<file path="src/rtl/keccak_slice_pkg.sv">
// keccak_slice_pkg: shared tables and helpers for the slice-serial Keccak
// pre-theta datapath.
//   pi_src(t)       : lane whose bit lands in output lane t after pi
//   bit_sel(t, sw)  : rho offset of that source lane, mod slice width
//   cap_sub(t, sw)  : sub-round in which that bit sits in the RAM write word
//   chi(g)          : chi over a 25-bit slice
// Slice vectors place lane L at bit (24-L), so lane 0 is the MSB.
package keccak_slice_pkg;

  // Rho rotation offsets indexed by lane L = x + 5*y.
  localparam int unsigned RHO [25] = '{
     0,  1, 62, 28, 27,
    36, 44,  6, 55, 20,
     3, 10, 43, 25, 39,
    41, 45, 15, 21,  8,
    18,  2, 61, 56, 14
  };

  // Output lane t = x' + 5*y' with x' = y and y' = (2x + 3y) mod 5.
  // Solving for the source: y = x', x = 3*(y' - 3x') mod 5.
  function automatic int unsigned pi_src(input int unsigned t);
    int unsigned xo, yo, xs;
    xo = t % 5;
    yo = t / 5;
    xs = (3 * ((yo + 15 - 3 * xo) % 5)) % 5;
    return xs + 5 * xo;
  endfunction

  function automatic int unsigned bit_sel(input int unsigned t, input int unsigned sw);
    return RHO[pi_src(t)] % sw;
  endfunction

  function automatic int unsigned cap_sub(input int unsigned t, input int unsigned sw);
    return RHO[pi_src(t)] / sw;
  endfunction

  function automatic logic [24:0] chi(input logic [24:0] g);
    logic [24:0] o;
    o = '0;
    for (int unsigned r = 0; r < 25; r += 5) begin
      for (int unsigned x = 0; x < 5; x++) begin
        o[24 - (r + x)] = g[24 - (r + x)] ^
                          (~g[24 - (r + (x + 1) % 5)] & g[24 - (r + (x + 2) % 5)]);
      end
    end
    return o;
  endfunction

endpackage

</file>
<file path="src/rtl/slice_chi_iota.sv">
// slice_chi_iota: chi over one 25-bit slice, then iota on lane 0.
//   g      : gathered (pi-permuted) slice, lane 0 at the MSB
//   rc_bit : round-constant bit for this slice
//   out    : chi/iota result, same bit order as g
module slice_chi_iota
  import keccak_slice_pkg::*;
(
  input  logic [24:0] g,
  input  logic        rc_bit,
  output logic [24:0] out
);

  always_comb begin
    out     = chi(g);
    out[24] = out[24] ^ rc_bit;
  end

endmodule

</file>
<file path="src/rtl/pre_theta_pipe.sv">
// pre_theta_pipe: sequences sub-rounds/rounds of a slice-serial Keccak
// permutation and presents the slice feeding theta.
//   clk, rst (async, active-high), pre_en (block enable)
//   start, step, absorb, rc_bit           : control inputs
//   k_ram_o_all, k_ram_i_all, ci_out      : 25*SLICE_W words, lane L bit b at L*SLICE_W+b
//   pre_theta, pre_valid                  : slice to theta and its valid
//   busy, done, sub_cnt, rnd_cnt          : sequencing status
// Optional macro PRE_THETA_OUT_REG_EN adds an output register on pre_theta
// (pre_valid latency becomes 2).
module pre_theta_pipe
  import keccak_slice_pkg::*;
#(
  parameter  int SLICE_W = 8,
  parameter  int NUM_RND = 24,
  localparam int SUBS    = 64 / SLICE_W,
  localparam int SUB_W   = $clog2(SUBS)
) (
  input  logic                   clk,
  input  logic                   rst,
  input  logic                   pre_en,
  input  logic                   start,
  input  logic                   step,
  input  logic                   absorb,
  input  logic                   rc_bit,
  input  logic [25*SLICE_W-1:0]  k_ram_o_all,
  input  logic [25*SLICE_W-1:0]  k_ram_i_all,
  input  logic [25*SLICE_W-1:0]  ci_out,
  output logic [24:0]            pre_theta,
  output logic                   pre_valid,
  output logic                   busy,
  output logic                   done,
  output logic [SUB_W-1:0]       sub_cnt,
  output logic [4:0]             rnd_cnt
);

  logic [24:0] slice_q, gather_q;
  logic [24:0] slice_d, gather_d;
  logic [24:0] chi_out, mux_out;
  logic        valid_q;
  logic        acc_start, acc_step;
  logic        last_sub, last_step;

  assign acc_start = pre_en & ~busy & start;
  assign acc_step  = pre_en & busy & step;
  assign last_sub  = (sub_cnt == SUB_W'(SUBS - 1));
  assign last_step = last_sub && (rnd_cnt == 5'(NUM_RND - 1));

  always_comb begin
    slice_d  = '0;
    gather_d = gather_q;
    for (int unsigned l = 0; l < 25; l++) begin
      slice_d[24 - l] = (absorb || rnd_cnt == 5'd0) ? k_ram_o_all[l * SLICE_W]
                                                    : ci_out[l * SLICE_W];
    end
    for (int unsigned t = 0; t < 25; t++) begin
      if (sub_cnt == SUB_W'(cap_sub(t, SLICE_W)))
        gather_d[24 - t] = k_ram_i_all[pi_src(t) * SLICE_W + bit_sel(t, SLICE_W)];
    end
  end

  always_ff @(posedge clk or posedge rst) begin
    if (rst) begin
      slice_q  <= '0;
      gather_q <= '0;
      valid_q  <= 1'b0;
      busy     <= 1'b0;
      done     <= 1'b0;
      sub_cnt  <= '0;
      rnd_cnt  <= '0;
    end else begin
      done <= 1'b0;
      if (!pre_en) begin
        slice_q  <= '0;
        gather_q <= '0;
        valid_q  <= 1'b0;
      end else begin
        valid_q <= acc_step;
        if (acc_step) begin
          slice_q  <= slice_d;
          gather_q <= gather_d;
          if (last_step) begin
            busy    <= 1'b0;
            done    <= 1'b1;
            sub_cnt <= '0;
            rnd_cnt <= '0;
          end else if (last_sub) begin
            sub_cnt <= '0;
            rnd_cnt <= rnd_cnt + 5'd1;
          end else begin
            sub_cnt <= sub_cnt + SUB_W'(1);
          end
        end else if (acc_start) begin
          busy    <= 1'b1;
          sub_cnt <= '0;
          rnd_cnt <= '0;
        end
      end
    end
  end

  slice_chi_iota u_chi (
    .g      (gather_q),
    .rc_bit (rc_bit),
    .out    (chi_out)
  );

  assign mux_out = (last_sub && rnd_cnt != 5'd0 && !absorb) ? chi_out : slice_q;

`ifdef PRE_THETA_OUT_REG_EN
  logic [24:0] out_q;
  logic        valid2_q;

  always_ff @(posedge clk or posedge rst) begin
    if (rst) begin
      out_q    <= '0;
      valid2_q <= 1'b0;
    end else if (!pre_en) begin
      out_q    <= '0;
      valid2_q <= 1'b0;
    end else begin
      out_q    <= mux_out;
      valid2_q <= valid_q;
    end
  end

  assign pre_theta = out_q;
  assign pre_valid = valid2_q;
`else
  assign pre_theta = mux_out;
  assign pre_valid = valid_q;
`endif

endmodule

</file>
<file path="config.mk">
export PLATFORM = sky130hd
export DESIGN_NAME = pre_theta_pipe
export DESIGN_NICKNAME = d
export VERILOG_FILES = /design/src/rtl/keccak_slice_pkg.sv /design/src/rtl/slice_chi_iota.sv /design/src/rtl/pre_theta_pipe.sv
export SDC_FILE = /design/constraint.sdc
export NUM_CORES = 1
export LEC_CHECK = 0
export CORE_AREA = 2 2 253 255
export CTS_CLUSTER_DIAMETER = 80
export CTS_CLUSTER_SIZE = 40
export DETAILED_ROUTE_END_ITERATION = 12
export DIE_AREA = 0 0 255 257
export HOLD_SLACK_MARGIN = 0.1
export PLACE_DENSITY_LB_ADDON = 0.12
export RECOVER_POWER = 25
export SLEW_MARGIN = 15
export SYNTH_ARGS = -nofsm -noshare
export SYNTH_HDL_FRONTEND = slang
export SYNTH_SLANG_ARGS = --single-unit
</file>
<file path="constraint.sdc">
create_clock -name clk -period 2 [get_ports clk]
set_input_delay 0.2 -clock clk [delete_from_list [all_inputs] [get_ports clk]]
set_output_delay 0.2 -clock clk [all_outputs]
set_load 0.02 [all_outputs]
</file>
==> results.ini <==
[hold_path]
hold_depth = 4
hold_path.class = primary input to register
hold_end = rnd_cnt[3]
hold_path_startpoint = pre_en

[synth]
synth.avg_cell_area_sq_um = 8.90
synth_area_leaders = dfrtp_1, nor2b_1, xnor2_1
yosysWarnings = 0
synth-seq-cells = 61
synth_top_area_share_pct = 43.0
syn_area_sq_mm = 0.00355
synth_cells = 399
ys_types = 30
ys_seq_area_share_pct = 43.0
synth_top_cell_by_area = dfrtp_1
syn-num-nets = 1014

[layout]
fillCellCount = 7273
regArea_sq_mm = 0.00153
drive_gt1_share_pct = 25.3
postLayoutCellArea_sq_mm = 0.00692
area_growth_pct = 95.0
utilization_pct = 11.0
multiInputGateArea_sq_mm = 0.00222
diodes = 0
nNetsFinal = 1168

[detailed_routing]
drtIter0Drc = 140
num_vias = 3518
viasPerCell = 2.51
postRouteAntennaNets = 0
drt-wirelength-per-cell_um = 15.2
drc = 0
postRouteWirelength_um = 21300
firstDrtPassIters = 4

[timing]
fmax_mhz = 426
finalHoldViolCount = 0
worst_pin_slew_ps = 742
finalClockSkew_ps = 9.27
rsz0062_at_grt = true
fin_crit_sh_pct = 117
setup_tns_ps = -6670
slew-limit-headroom_pct = 50.5
timing.hold.ws_ps = 311
layout_setup_ws_ps = -348
setup_viol = 25
slew_viol_final = 0
min_period_ps = 2350

[global_routing]
grt_max_degree = 40
grtUsageTotal_pct = 6.65
antenna_found_initial = 9
grt_pass1_wl_um = 29600
grt_pass1_vias = 3823
grt_overflow = 0

[power]
pwr-share-clk_pct = 32.9
peakVddDrop_mv = 0.339
power_mw = 5.32
combPwrFrac_pct = 38.2
seqPwrFrac_pct = 28.9
switching_share_pct = 35.8
leakagePower_nw = 2.64
power.switching_mw = 1.90
power_density_mw_per_mm2 = 768
internal-power_mw = 3.41

[clock_tree]
cts_sinks = 61
ctsHtreeMaxLevel = 3
clk_pin_slew_worst_paths_ps = 60
clock_tree.buffer_depth = 2
cts_tree = yes
clockRootBuffer = clkbuf_16
numCtsBuffers = 9
clk_latency_ps = 360
ctsHoldBuffers = 0

[place]
io_buffers = 117
dp_hpwl_um = 16200
place_area_sq_mm = 0.00604
gp_congestion = 0.664

[setup_path]
rrSetupSlack_ps = 100
crit_path_end_kind = primary output
rr_worst_depth = 9
timing.rr.start = rnd_cnt[0]
crit_arrival_ps = 2150
critPathKind = register to primary output
required_ps = 1800
cp_max_fo = 6
critPathLaunchType = register
r2r_end = slice_q[18]

[flow_run]
max_cap_violations = 0

[floorplanning]
die-area_sq_mm = 0.0655
core_sq_mm = 0.0627
rows = 92
dieWidth_um = 255
ios = 643
floorplan.initialDensity_pct = 5.66
fp.dieH_um = 257

[status]
violations = negative setup slack
status = finished, violations left

-- metrics by stage --
stage / instances / setup slack (ps)
4_1_cts: 1402 / -433
5_1_grt: 1404 / -473
3_3_place_gp: 1370 / -383
6_report: 1404 / -348
3_5_place_dp: 1370 / -386
2_1_floorplan: 399 / -55.2
-- power by group through the flow --
stage	Clock (mW)	Combinational (mW)	Sequential [mW]
4_1_cts	1.86	1.93	1.52
6_report	1.75	2.03	1.54
5_1_grt	1.89	2.22	1.56
3_5_place_dp	0	1.84	1.54
2_1_floorplan	0	0.833	1.56
3_3_place_gp	0	1.86	1.54
-- cell families after synthesis --
family / Yosys count / synth area share, %
muxes: 24 / 6.84
AOI/OAI and AO/OA: 88 / 14.2
buffers and inverters: 33 / 4.34
adders and majority gates: 8 / 2.82
and+or+nand+nor: 159 / 22.4
DFF: 61 / 43.0
xor gates and xnor gates: 26 / 6.42
-- worst max-delay path, stage by stage (launching register included) --
cell and delay, ps:
dfrtp_1 380, inv_1 60, ha_2 160, nor4b_4 280
nor3b_4 100, buf_12 140, buf_12 140, buf_12 130
buf_6 110, a21oi_2 120, buf_6 150
-- placed cells by master (no fill, tap or decap), drive strengths merged --
master | netlist | routed
a21boi | 3 | 3
a21oi | 24 | 24
a22o | 4 | 4
a31oi | 25 | 25
and2 | 1 | 1
and3 | 2 | 2
and4 | 1 | 1
buf | 10 | 73
bufinv | 0 | 1
clkbuf | 14 | 16
clkdlybuf4s50 | 0 | 90
clkinv | 0 | 1
clkinvlp | 0 | 1
dfrtp | 61 | 61
dlygate4sd3 | 0 | 1
ha | 8 | 8
inv | 9 | 9
mux2 | 2 | 2
mux2i | 22 | 22
nand2 | 60 | 60
nand3 | 11 | 11
nand4 | 4 | 4
nor2 | 26 | 26
nor2b | 49 | 49
nor3b | 2 | 2
nor4b | 1 | 1
o2111ai | 1 | 1
o21ai | 29 | 29
o31ai | 2 | 2
or2 | 1 | 1
or4 | 1 | 1
xnor2 | 26 | 26
-- how the worst max path moves through the flow --
stage                     startpoint       endpoint  slack, ps  depth (start not counted)
after global routing      rnd_cnt[1]  pre_theta[22]       -470                         10
after global placement        absorb  pre_theta[13]       -380                          6
after detailed placement      absorb  pre_theta[13]       -390                          6
after floorplan           sub_cnt[0]   pre_theta[4]        -60                          6
final                     rnd_cnt[0]  pre_theta[22]       -350                         10
after CTS                 rnd_cnt[0]  pre_theta[20]       -430                         10
-- flip-flops by register name (all words and copies together) (netlist names) --
register and cells:
gather_q 25, done 1, sub_cnt 3, busy 1, slice_q 25, rnd_cnt 5
pre_valid 1
-- cell type report --
class	count	area share [%]
clock buffer	13	3.90
clock inverter	3	0.615
inverter	9	0.488
multi-input combinational	305	32.1
sequential	61	22.1
tap	846	15.3
timing repair buffer	167	25.5
-- cells in the mapped netlist --
cell type,count
a21boi_0,3
xnor2_1,26
dfrtp_1,61
clkbuf_1,14
nor3b_1,1
nor4b_4,1
buf_6,2
nand4_1,4
and2_2,1
nor2_1,26
a21oi_1,24
nor2b_1,49
or2_1,1
nor3b_2,1
and3_1,2
a31oi_1,25
nand3_1,11
o21ai_0,29
a22o_1,4
and4_1,1
o2111ai_1,1
ha_1,8
or4_1,1
mux2i_1,22
inv_1,9
buf_2,6
buf_4,2
o31ai_1,2
nand2_1,60
mux2_2,2
-- layer usage --
metal | track usage, % | vias to the layer above | wire length, um
met3 | 1.86 | 33 | 1070
li1 | - | 1672 | -
met5 | 0 | - | 64
met1 | 8.26 | 1712 | 9490
met4 | 2.66 | 10 | 485
met2 | 10.8 | 91 | 10200
-- timing repair --
item                       in CTS  in global routing
pin swaps                       2                 13
setup endpoints to repair      25                 47
cloned                          3                  1
buffers inserted               14                  4
resized for setup             104                 67
(Power assumes the default switching activity.)
